**src/rtl/y86_mem_arbiter.sv**
```systemverilog
// Two-port round-robin arbiter in front of a single-ported, fixed-latency memory bus.
// Port 0 serves the y86 core, port 1 the DMA/debug loader. One transaction is in
// flight at a time; writes take one bus cycle and reads wait RD_LAT cycles for data.
module y86_mem_arbiter #(
   parameter int unsigned AW     = 32,
   parameter int unsigned DW     = 32,
   parameter int unsigned RD_LAT = 1   // legal 1..7
) (
   input  logic          clk,
   input  logic          rst,       // synchronous, active low
   // port 0
   input  logic          req0,
   input  logic          we0,
   input  logic [AW-1:0] addr0,
   input  logic [DW-1:0] wdata0,
   output logic          gnt0,
   output logic          rvalid0,
   // port 1
   input  logic          req1,
   input  logic          we1,
   input  logic [AW-1:0] addr1,
   input  logic [DW-1:0] wdata1,
   output logic          gnt1,
   output logic          rvalid1,
   // shared read data
   output logic [DW-1:0] rdata,
   // memory side
   output logic [AW-1:0] mem_A,
   output logic          mem_RE,
   output logic          mem_WE,
   output logic [DW-1:0] mem_out,
   input  logic [DW-1:0] mem_in,
   // status
   output logic          busy,
   output logic          owner
);

   typedef enum logic [1:0] {StIdle, StAccess, StWait} state_e;

   // Wait counter preload: counts down to 0 in the cycle mem_in is valid.
   localparam logic [2:0] CntInit = 3'(RD_LAT - 1);

   state_e          state_q, state_d;
   logic            last_q, last_d;
   logic            owner_q, owner_d;
   logic            we_q, we_d;
   logic [AW-1:0]   addr_q, addr_d;
   logic [DW-1:0]   wdata_q, wdata_d;
   logic [2:0]      cnt_q, cnt_d;
   logic [DW-1:0]   rdata_q, rdata_d;
   logic            rvalid_q, rvalid_d;
   logic            sel;
   logic            access;

   // State register with synchronous active-low reset; in-flight work is dropped.
   always_ff @(posedge clk) begin
      if (!rst) begin
         state_q  <= StIdle;
         last_q   <= 1'b1;
         owner_q  <= 1'b0;
         we_q     <= 1'b0;
         addr_q   <= '0;
         wdata_q  <= '0;
         cnt_q    <= '0;
         rdata_q  <= '0;
         rvalid_q <= 1'b0;
      end else begin
         state_q  <= state_d;
         last_q   <= last_d;
         owner_q  <= owner_d;
         we_q     <= we_d;
         addr_q   <= addr_d;
         wdata_q  <= wdata_d;
         cnt_q    <= cnt_d;
         rdata_q  <= rdata_d;
         rvalid_q <= rvalid_d;
      end
   end

   // Next-state: arbitrate in IDLE, one ACCESS cycle, then count down read latency.
   always_comb begin
      state_d  = state_q;
      last_d   = last_q;
      owner_d  = owner_q;
      we_d     = we_q;
      addr_d   = addr_q;
      wdata_d  = wdata_q;
      cnt_d    = cnt_q;
      rdata_d  = rdata_q;
      rvalid_d = 1'b0;
      // Both requesting: pick the port that did not win last time.
      sel      = (req0 && req1) ? ~last_q : req1;

      unique case (state_q)
         StIdle: begin
            if (req0 || req1) begin
               we_d    = sel ? we1    : we0;
               addr_d  = sel ? addr1  : addr0;
               wdata_d = sel ? wdata1 : wdata0;
               last_d  = sel;
               owner_d = sel;
               state_d = StAccess;
            end
         end
         StAccess: begin
            if (we_q) begin
               state_d = StIdle;
            end else begin
               cnt_d   = CntInit;
               state_d = StWait;
            end
         end
         StWait: begin
            if (cnt_q == 3'd0) begin
               rdata_d  = mem_in;
               rvalid_d = 1'b1;
               state_d  = StIdle;
            end else begin
               cnt_d = cnt_q - 3'd1;
            end
         end
         default: state_d = StIdle;
      endcase
   end

   // Outputs decode from registered state only; the bus is idle-zero outside ACCESS.
   always_comb begin
      access  = (state_q == StAccess);
      gnt0    = access && !owner_q;
      gnt1    = access && owner_q;
      rvalid0 = rvalid_q && !owner_q;
      rvalid1 = rvalid_q && owner_q;
      rdata   = rdata_q;
      mem_A   = access ? addr_q : '0;
      mem_WE  = access && we_q;
      mem_RE  = access && !we_q;
      mem_out = (access && we_q) ? wdata_q : '0;
      busy    = (state_q != StIdle);
      owner   = owner_q;
   end

endmodule

```
**config.mk**
```make
export PLATFORM = sky130hd
export DESIGN_NAME = y86_mem_arbiter
export DESIGN_NICKNAME = d
export VERILOG_FILES = /design/src/rtl/y86_mem_arbiter.sv
export SDC_FILE = /design/constraint.sdc
export NUM_CORES = 1
export LEC_CHECK = 0
export ABC_AREA = 1
export BUFFER_PORTS_ARGS = -buffer_cell sky130_fd_sc_hd__buf_4
export CAP_MARGIN = 25
export CORE_MARGIN = 2
export CORE_UTILIZATION = 49
export DETAILED_ROUTE_END_ITERATION = 10
export GPL_TIMING_DRIVEN = 1
export PLACE_DENSITY = 0.82
export RECOVER_POWER = 100
export SLEW_MARGIN = 10
export SYNTH_ARGS = -nofsm -noshare
export SYNTH_HDL_FRONTEND = slang
export SYNTH_SLANG_ARGS = --single-unit
```
**constraint.sdc**
```tcl
create_clock -name clk -period 2.64 [get_ports clk]
set_input_delay 0.132 -clock clk [delete_from_list [all_inputs] [get_ports clk]]
set_output_delay 0.132 -clock clk [all_outputs]
set_load 0.005 [all_outputs]
```
==> Word-level counts from Yosys, hierarchy flattened <==
Cells that the tools add are included.
{ "totals": {"register_bits": 105, "elab_cells": 50} }
{ "op_classes": {"addsub": 1, "eq_ne": 6, "muxes": 14, "n_bitwise": 1, "reduce_logical": 19} }
{ "op_table": {"columns": ["operator", "n"], "rows": [
  ["$mux 32", 4],
  ["$ne 2x2->1 const B", 4],
  ["$reduce_and 2->1", 4],
  ["$logic_and 1x1->1", 7],
  ["$mux 2", 3],
  ["$mux 3", 2],
  ["$pmux 2 s3", 1],
  ["$pmux 3 s2", 1],
  ["$reduce_bool 2->1", 2],
  ["$logic_not 3->1", 1],
  ["$mux 1", 3],
  ["$reduce_and 3->1", 1],
  ["$sub 3x1->3 const B", 1],
  ["$eq 2x1->1 const B", 1],
  ["$eq 2x2->1 const B", 1],
  ["$logic_not 1->1", 2],
  ["$logic_not 2->1", 1],
  ["$logic_or 1x1->1", 1],
  ["$not 1->1", 1]
]} }

==> Logic depth before layout (Yosys ltp) <==
Gate-level depths: netlist of the first run.
{ "depth": {"ltp_word": 3, "mapped_depth": 8, "depth_no_buf": 7} }

==> Least setup slack after synthesis of the first run <==
No wires, ideal clock.
{ "synth_timing": {"path_type": "register to register", "startpoint": "register cnt_q[0]", "endpoint": "register rdata_q[22] (netlist: rdata[22])", "setup_ps": 65, "arrival_ps": 1199, "t_required_ps": 2575, "slack_ps": 1377, "path_stages_with_launch": 9, "n_path_buf": 1, "cell_sequence": "dfxtp_1 -> inv_1 -> ha_1 -> nand2_1 -> nor2_2 -> inv_2 -> clkbuf_1 -> nor2_1 -> nor2_1"} }
{ "synth_via": {"elab_chain_len": 2} }
{ "synth_rtl": {"columns": ["item", "line_no", "text"], "rows": [
  ["start: declaration", "49", "logic [2:0] cnt_q, cnt_d;"],
  ["start signal: assignment", "74", "cnt_q <= cnt_d;"],
  ["$logic_not 3->1", "114", "if (cnt_q == 3'd0) begin"],
  ["$reduce_and 2->1 (no source line)", null, null],
  ["end signal: assignment", "75", "rdata_q <= rdata_d;"],
  ["end: declaration", "50", "logic [DW-1:0] rdata_q, rdata_d;"]
]} }
Every way passes these cells.
A chain may end at the register's enable or synchronous reset.

==> Final worst setup path of the first run <==
{ "layout_timing": {"startpoint": "register state_q[0]", "endpoint": "output port mem_out[1]"} }
{ "layout_via": {"elab_chain_len": 3} }
{ "layout_rtl": {"columns": ["item", "line_no", "text"], "rows": [
  ["start: declaration", "43", "state_e state_q, state_d;"],
  ["start signal: assignment", "58", "state_q <= StIdle;"],
  ["start signal: assignment", "68", "state_q <= state_d;"],
  ["$eq 2x1->1", "128", "access = (state_q == StAccess);"],
  ["$logic_and 1x1->1", "137", "mem_out = (access && we_q) ? wdata_q : '0;"],
  ["$mux 32", "137", null],
  ["end: declaration", "31", "output logic [DW-1:0] mem_out,"]
]} }
Every way passes these cells.

==> results of run 1 <==
[worst max path at each step]
stage | cells past startpoint | endpoint | from
after global placement | 6 | mem_out[18] | state_q[1]
final | 7 | mem_out[1] | state_q[0]
after detailed placement | 6 | mem_out[16] | state_q[1]
after CTS | 6 | mem_out[16] | state_q[1]
after global routing | 6 | addr_q[11] | state_q[1]
after floorplan | 8 | rdata[22] | cnt_q[0]
[sequential cells by signal (all words and copies together), names as in the netlist]
register  count
rdata        32
rvalid_q      1
cnt_q         3
owner         1
state_q       2
we_q          1
wdata_q      32
last_q        1
addr_q       32
[routing by layer]
layer / global-route usage / vias to the layer above / wire length [um] / part of all wire
met4: 0.125 / 0 / 570 / 0.036
li1: - / 3138 / - / -
met1: 0.305 / 2547 / 6450 / 0.40
met3: 0.0642 / 43 / 1130 / 0.070
met5: 0 / - / 0 / 0
met2: 0.481 / 213 / 7870 / 0.49
[final cells by class]
type,instances,area [um^2]
fillers,908,2700
well taps,136,170
flip-flops and latches,105,2100
diodes,1,2.50
clock buffers,10,138
multi-input cells,589,2370
clock inverters,6,52.6
inverters,146,549
repair buffers,307,2280
[worst max-delay path: cells and delay by family, from the launching register on]
family | cells | cell delay, ns
buf+inv | 4 | 1.26
flops | 1 | 0.34
simple gates | 3 | 0.31
[through the flow]
stage / hold slack [ns] / setup WS (ns) / instances / util / cell area (um^2)
2_1_floorplan: 0.267 / 1.38 / 891 / - / 5270
3_3_place_gp: 0.352 / 0.794 / 1254 / 0.706 / 7320
3_5_place_dp: 0.360 / 0.674 / 1254 / 0.706 / 7320
4_1_cts: 0.00680 / 0.277 / 1299 / 0.753 / 7800
5_1_grt: 0.0177 / 0.0594 / 1299 / 0.739 / 7660
6_report: 0.0227 / 0.239 / 1300 / 0.739 / 7670
[power by group through the flow]
stage / sequential, mW / clock [mW] / combinational, mW
finish: 1.82 / 0.959 / 0.962
global route: 1.84 / 1.03 / 1.09
CTS: 1.82 / 0.973 / 1.00
detailed placement: 1.86 / 0 / 0.962
global placement: 1.85 / 0 / 0.951
floorplan: 1.85 / 0 / 0.547
[kinds of logic (layout without fill, tap and decap cells)]
logic type / Yosys count / after routing / synth area share
AND/OR/NAND/NOR: 482 / 482 / 0.346
flip-flops: 105 / 105 / 0.399
adder cells (fa/ha/maj): 2 / 2 / 0.00475
other: 0 / 1 / 0
AO/OA/AOI/OAI: 105 / 105 / 0.102
buffers and inverters: 197 / 469 / 0.149
[cell usage in the layout, fill, tap and decap left out, drive strengths merged]
cell type	count
diode	1
dlygate4sd3	29
clkinvlp	2
nand2	143
nand3	5
a21oi	6
a21boi	1
inv	146
clkbuf	116
clkinv	4
o21ai	98
ha	2
dfxtp	105
buf	172
nor2	334
==> run_results.csv, run 1 <==
group,metric,value,unit
timing,setup_viol,0,
place,port_buffers,269,
finish,area_growth,45.4,%
routing,drt_iter0_drc,347,
finish,final_layout_size_suffix_gt1_frac,0.236,
power,seq_power_share,0.487,
timing,drv_slew,0,
worst_setup_path,crit_top_cell,"nor2_1",
routing,first_pass_iters,5,
worst_hold_path,hp-class,"in -> reg",
timing,tightestPinTransition,1.24,ns
logic_synthesis,netlist.area_leader.share,0.399,
logic_synthesis,synth_cell_types,16,
worst_setup_path,critical_path.endpoint_type,"output pin",
logic_synthesis,async_reset_ff_frac,0,
timing,relSlewSlack,0.175,
power,internal_power,2.57,mW
logic_synthesis,ys_warn_count,0,
clock_tree,clk_pin_slew_worst_paths,0.11,ns
worst_setup_path,required,2.51,ns
clock_tree,postCtsSetupRepairBufs,0,
logic_synthesis,ys.flop_type,"dfxtp_1",
clock_tree,holdBufCountCts,29,
clock_tree,cts_max_level,3,
clock_tree,clock-root-buffer,"clkbuf_8",
logic_synthesis,synth_edf_count,0,
power,clockPowerShare,0.256,
logic_synthesis,synth-seq-cells,105,
timing,rsz0062_at_grt,"false",
grt,antenna_found_initial,0,
logic_synthesis,synth_area_leader_cell,"dfxtp_1",
routing,drc_errors,0,
power,swShare,0.313,
floorplanning,rows,37,
clock_tree,clockBufferDepth,2,
grt,grt_max_degree,69,
routing,antenna_left,0,
logic_synthesis,yosysMostFrequentCell,"nor2_1",
floorplanning,die_w,108,um
logic_synthesis,synthTopCellsByArea,"dfxtp_1, nor2_1, nand2_1",
timing,fin_worst_skew,0.0138,ns
worst_setup_path,r2r_start,"state_q[1]",
routing,num_vias,5941,
worst_setup_path,max_stage_delay,0.53,ns
power,power_density,488,nW/um^2
place,place_congestion,0.862,
clock_tree,cts_resized,0,
routing,post_drt_wl_per_cell,12.3,um
timing,setup_tns,0,ns
worst_setup_path,crit_chain,"inv_1, nor2_1, inv_2, nor2_1, inv_2, nor2_1, clkbuf_4",
floorplanning,core,10400,um^2
routing,drt-total-wl,16000,um
power,ir_drop,0.370,mV
floorplanning,initial_core_util,0.508,
worst_setup_path,critPathArrivalTime,2.27,ns
grt,grt_overflow,0,
logic_synthesis,syn-num-nets,1059,
grt,grt_pass1_vias,5662,
outcome,outcome,"finished clean",
routing,via_per_inst,4.57,
worst_hold_path,min_to,"rdata[10]",
floorplanning,die_y,108,um
grt,grt_usage,0.271,
flow_run,cap_violations,0,
grt,grt_pass1_wl,25300,um
power,finalPower,3.74,mW
worst_hold_path,worstHoldStart,"mem_in[10]",
logic_synthesis,syn_avg_cell_area,5.92,um^2
floorplanning,dieArea,11600,um^2
finish,nets,1326,
power,comb_power_share,0.257,
clock_tree,clock-sinks,105,
place,place_hpwl,11000,um
clock_tree,cts_buffers,9,
worst_setup_path,worstReg2RegEnd,"addr_q[28]",
logic_synthesis,yosys-top-cells-count,"nor2_1, nand2_1, inv_1, dfxtp_1, o21ai_0",
clock_tree,clkLatencyLatePin,0.36,ns
worst_setup_path,startpoint_type,"flop",
logic_synthesis,ys_seq_area_frac,0.399,
worst_setup_path,r2r_setup_slack,0.31,ns
power,power_switching,1.17,mW
worst_setup_path,critPathMaxFanout,35,
logic_synthesis,synth_area,5270,um^2
logic_synthesis,synthCells,891,
worst_setup_path,crit_slowest_cell,"inv_2",
power,leakagePower,4.06,nW
timing,fin_crit,2.40,ns
timing,fmax,416,MHz
worst_setup_path,worst-r2r-cell-count,6,
worst_setup_path,critical_path_class,"reg -> out",
timing,fin_crit_sh,0.910,
floorplanning,ioPinCount,270,
clock_tree,cts_tree,"built",
worst_hold_path,worstHoldPathCells,3,
timing,finalHoldViolations,0,
Power figures use the tool's default switching activity.
==> run 2, diff against run 1 <==
--- a/config.mk
+++ b/config.mk
@@ -14,6 +14,7 @@
 export GPL_TIMING_DRIVEN = 1
 export PLACE_DENSITY = 0.82
 export RECOVER_POWER = 100
+export REMOVE_ABC_BUFFERS = 1
 export SLEW_MARGIN = 10
 export SYNTH_ARGS = -nofsm -noshare
 export SYNTH_HDL_FRONTEND = slang
==> run_results.csv, run 2 (same netlist as run 1, synthesis figures left out) <==
group,metric,value,unit
power,swShare,0.316,
power,comb_power_share,0.256,
finish,multiInputGateArea,2380,um^2
worst_setup_path,r2r_setup_slack,0.32,ns
place,place_hpwl,10500,um
clock_tree,clock-root-buffer,"clkbuf_8",
outcome,violations,"capacitance limit, slew limit",
clock_tree,cts_tree,"built",
worst_setup_path,cp-startpoint,"last_q",
grt,grt_pass1_wl,24500,um
worst_setup_path,critPathArrivalTime,2.63,ns
worst_setup_path,max_stage_delay,1.33,ns
finish,nFillCells,892,
worst_setup_path,critical_path_class,"reg -> reg",
floorplanning,rows,37,
grt,antenna_found_initial,0,
worst_setup_path,crit_slowest_cell,"clkbuf_2",
clock_tree,cts_resized,0,
clock_tree,clkLatencyLatePin,0.37,ns
finish,mostFrequentLayoutCells,"nor2_1, buf_4, nand2_1, inv_1, dfxtp_1",
finish,final_layout_size_suffix_gt1_frac,0.234,
place,place_congestion,0.879,
worst_setup_path,worst-r2r-cell-count,6,
power,internal_power,2.56,mW
grt,grt_usage,0.263,
power,power_density,488,nW/um^2
power,finalPower,3.74,mW
worst_setup_path,r2r_start,"last_q",
clock_tree,clk_pin_slew_worst_paths,0.10,ns
power,clockPowerShare,0.255,
power,power_switching,1.18,mW
clock_tree,clock-sinks,105,
worst_setup_path,critPathMaxFanout,99,
grt,grt_max_degree,100,
routing,post_drt_wl_per_cell,12.0,um
outcome,outcome,"finished with violations",
grt,grt_pass1_vias,5278,
timing,fin_crit_sh,0.879,
clock_tree,clockBufferDepth,2,
floorplanning,initial_core_util,0.508,
routing,drt_iter0_drc,444,
flow_run,cap_violations,1,
timing,fmax,431,MHz
floorplanning,die_w,108,um
routing,drt-total-wl,15500,um
finish,area_growth,45.3,%
clock_tree,holdBufCountCts,30,
worst_hold_path,min_to,"rdata[14]",
clock_tree,cts_max_level,3,
clock_tree,postCtsSetupRepairBufs,0,
power,leakagePower,4.04,nW
timing,fin_worst_skew,0.0132,ns
routing,antenna_left,0,
worst_setup_path,critical_path.endpoint_type,"flop",
worst_setup_path,required,2.95,ns
worst_hold_path,hp-class,"in -> reg",
routing,first_pass_iters,6,
finish,design_area,7660,um^2
clock_tree,cts_buffers,9,
timing,rsz0062_at_grt,"false",
timing,fin_crit,2.32,ns
power,seq_power_share,0.489,
floorplanning,dieArea,11600,um^2
timing,drv_slew,100,
worst_setup_path,crit_chain,"a21boi_4, clkbuf_2, nand2_1, nand2_1, nor2_1, nor2_1",
floorplanning,ioPinCount,270,
floorplanning,die_y,108,um
floorplanning,core,10400,um^2
worst_setup_path,startpoint_type,"flop",
grt,grt_overflow,0,
timing,finalHoldViolations,0,
finish,layout_commonest_cell,"nor2_1",
place,port_buffers,269,
finish,n_antenna_cell,0,
finish,seq_area,2100,um^2
routing,via_per_inst,4.56,
routing,num_vias,5915,
finish,nets,1325,
routing,drc_errors,0,
place,placed_area,7310,um^2
timing,setup_viol,0,
worst_hold_path,worstHoldStart,"mem_in[14]",
worst_hold_path,worstHoldPathCells,3,
power,ir_drop,0.286,mV
timing,tightestPinTransition,1.83,ns
timing,relSlewSlack,-0.222,
worst_setup_path,worstReg2RegEnd,"wdata_q[24]",
==> run 2: changes by cell type in the layout (fill, tap and decap cells not counted), moves of 2 or more <==
cell      before  now
clkbuf_1      22   25
clkbuf_4      81   78
clkinv_4       3    1
o21ai_0       72   63
o21ai_1       26   35
==> run 2: area by class of cell <==
type | instances | share of cell area
clock inverter | 7 | 0.00849
multi-input combinational | 589 | 0.311
sequential | 105 | 0.274
clock buffer | 9 | 0.0162
tap | 136 | 0.0222
timing repair buffer | 306 | 0.296
inverter | 146 | 0.0717
==> run 2: critical path, delay by kind of cell, from the launching register on <==
| kind | cells | cell delay [ns] |
|---|---|---|
| AO/OA/AOI/OAI | 1 | 0.13 |
| buffers and inverters | 1 | 1.33 |
| flip-flops | 1 | 0.35 |
| AND/OR/NAND/NOR | 4 | 0.39 |
==> run 2: worst max path at each step <==
stage / slack, ns / to
after floorplan: -0.83 / owner
after global placement: 0.88 / mem_out[18]
after detailed placement: 0.80 / mem_out[26]
after CTS: 0.38 / mem_out[26]
after global routing: 0.1 / addr_q[27]
final: 0.32 / wdata_q[24]
==> run 2: routing by layer <==
layer | part of all wire | vias up | track usage
met5 | 0 | - | 0
met2 | 0.50 | 230 | 0.457
met3 | 0.068 | 49 | 0.0623
met1 | 0.40 | 2498 | 0.313
met4 | 0.034 | 0 | 0.103
li1 | - | 3138 | -
==> run 2: per-stage QoR <==
stage	setup TNS (ns)	cells	util	worst slack, ns	hold slack [ns]
after floorplan	-48.99	840	-	-0.831	0.217
after global placement	0	1252	0.705	0.877	0.353
after detailed placement	0	1252	0.705	0.805	0.361
after CTS	0	1298	0.752	0.377	0.00813
after global routing	0	1298	0.739	0.0994	0.0250
final	0	1298	0.739	0.320	0.00605
==> run 2: power by group through the flow <==
stage               logic (mW)  clock network (mW)  registers [mW]
floorplan                0.507                   0            1.85
global placement         0.939                   0            1.85
detailed placement       0.946                   0            1.86
CTS                      0.986               0.970            1.82
global route              1.08                1.03            1.84
finish                   0.957               0.953            1.83
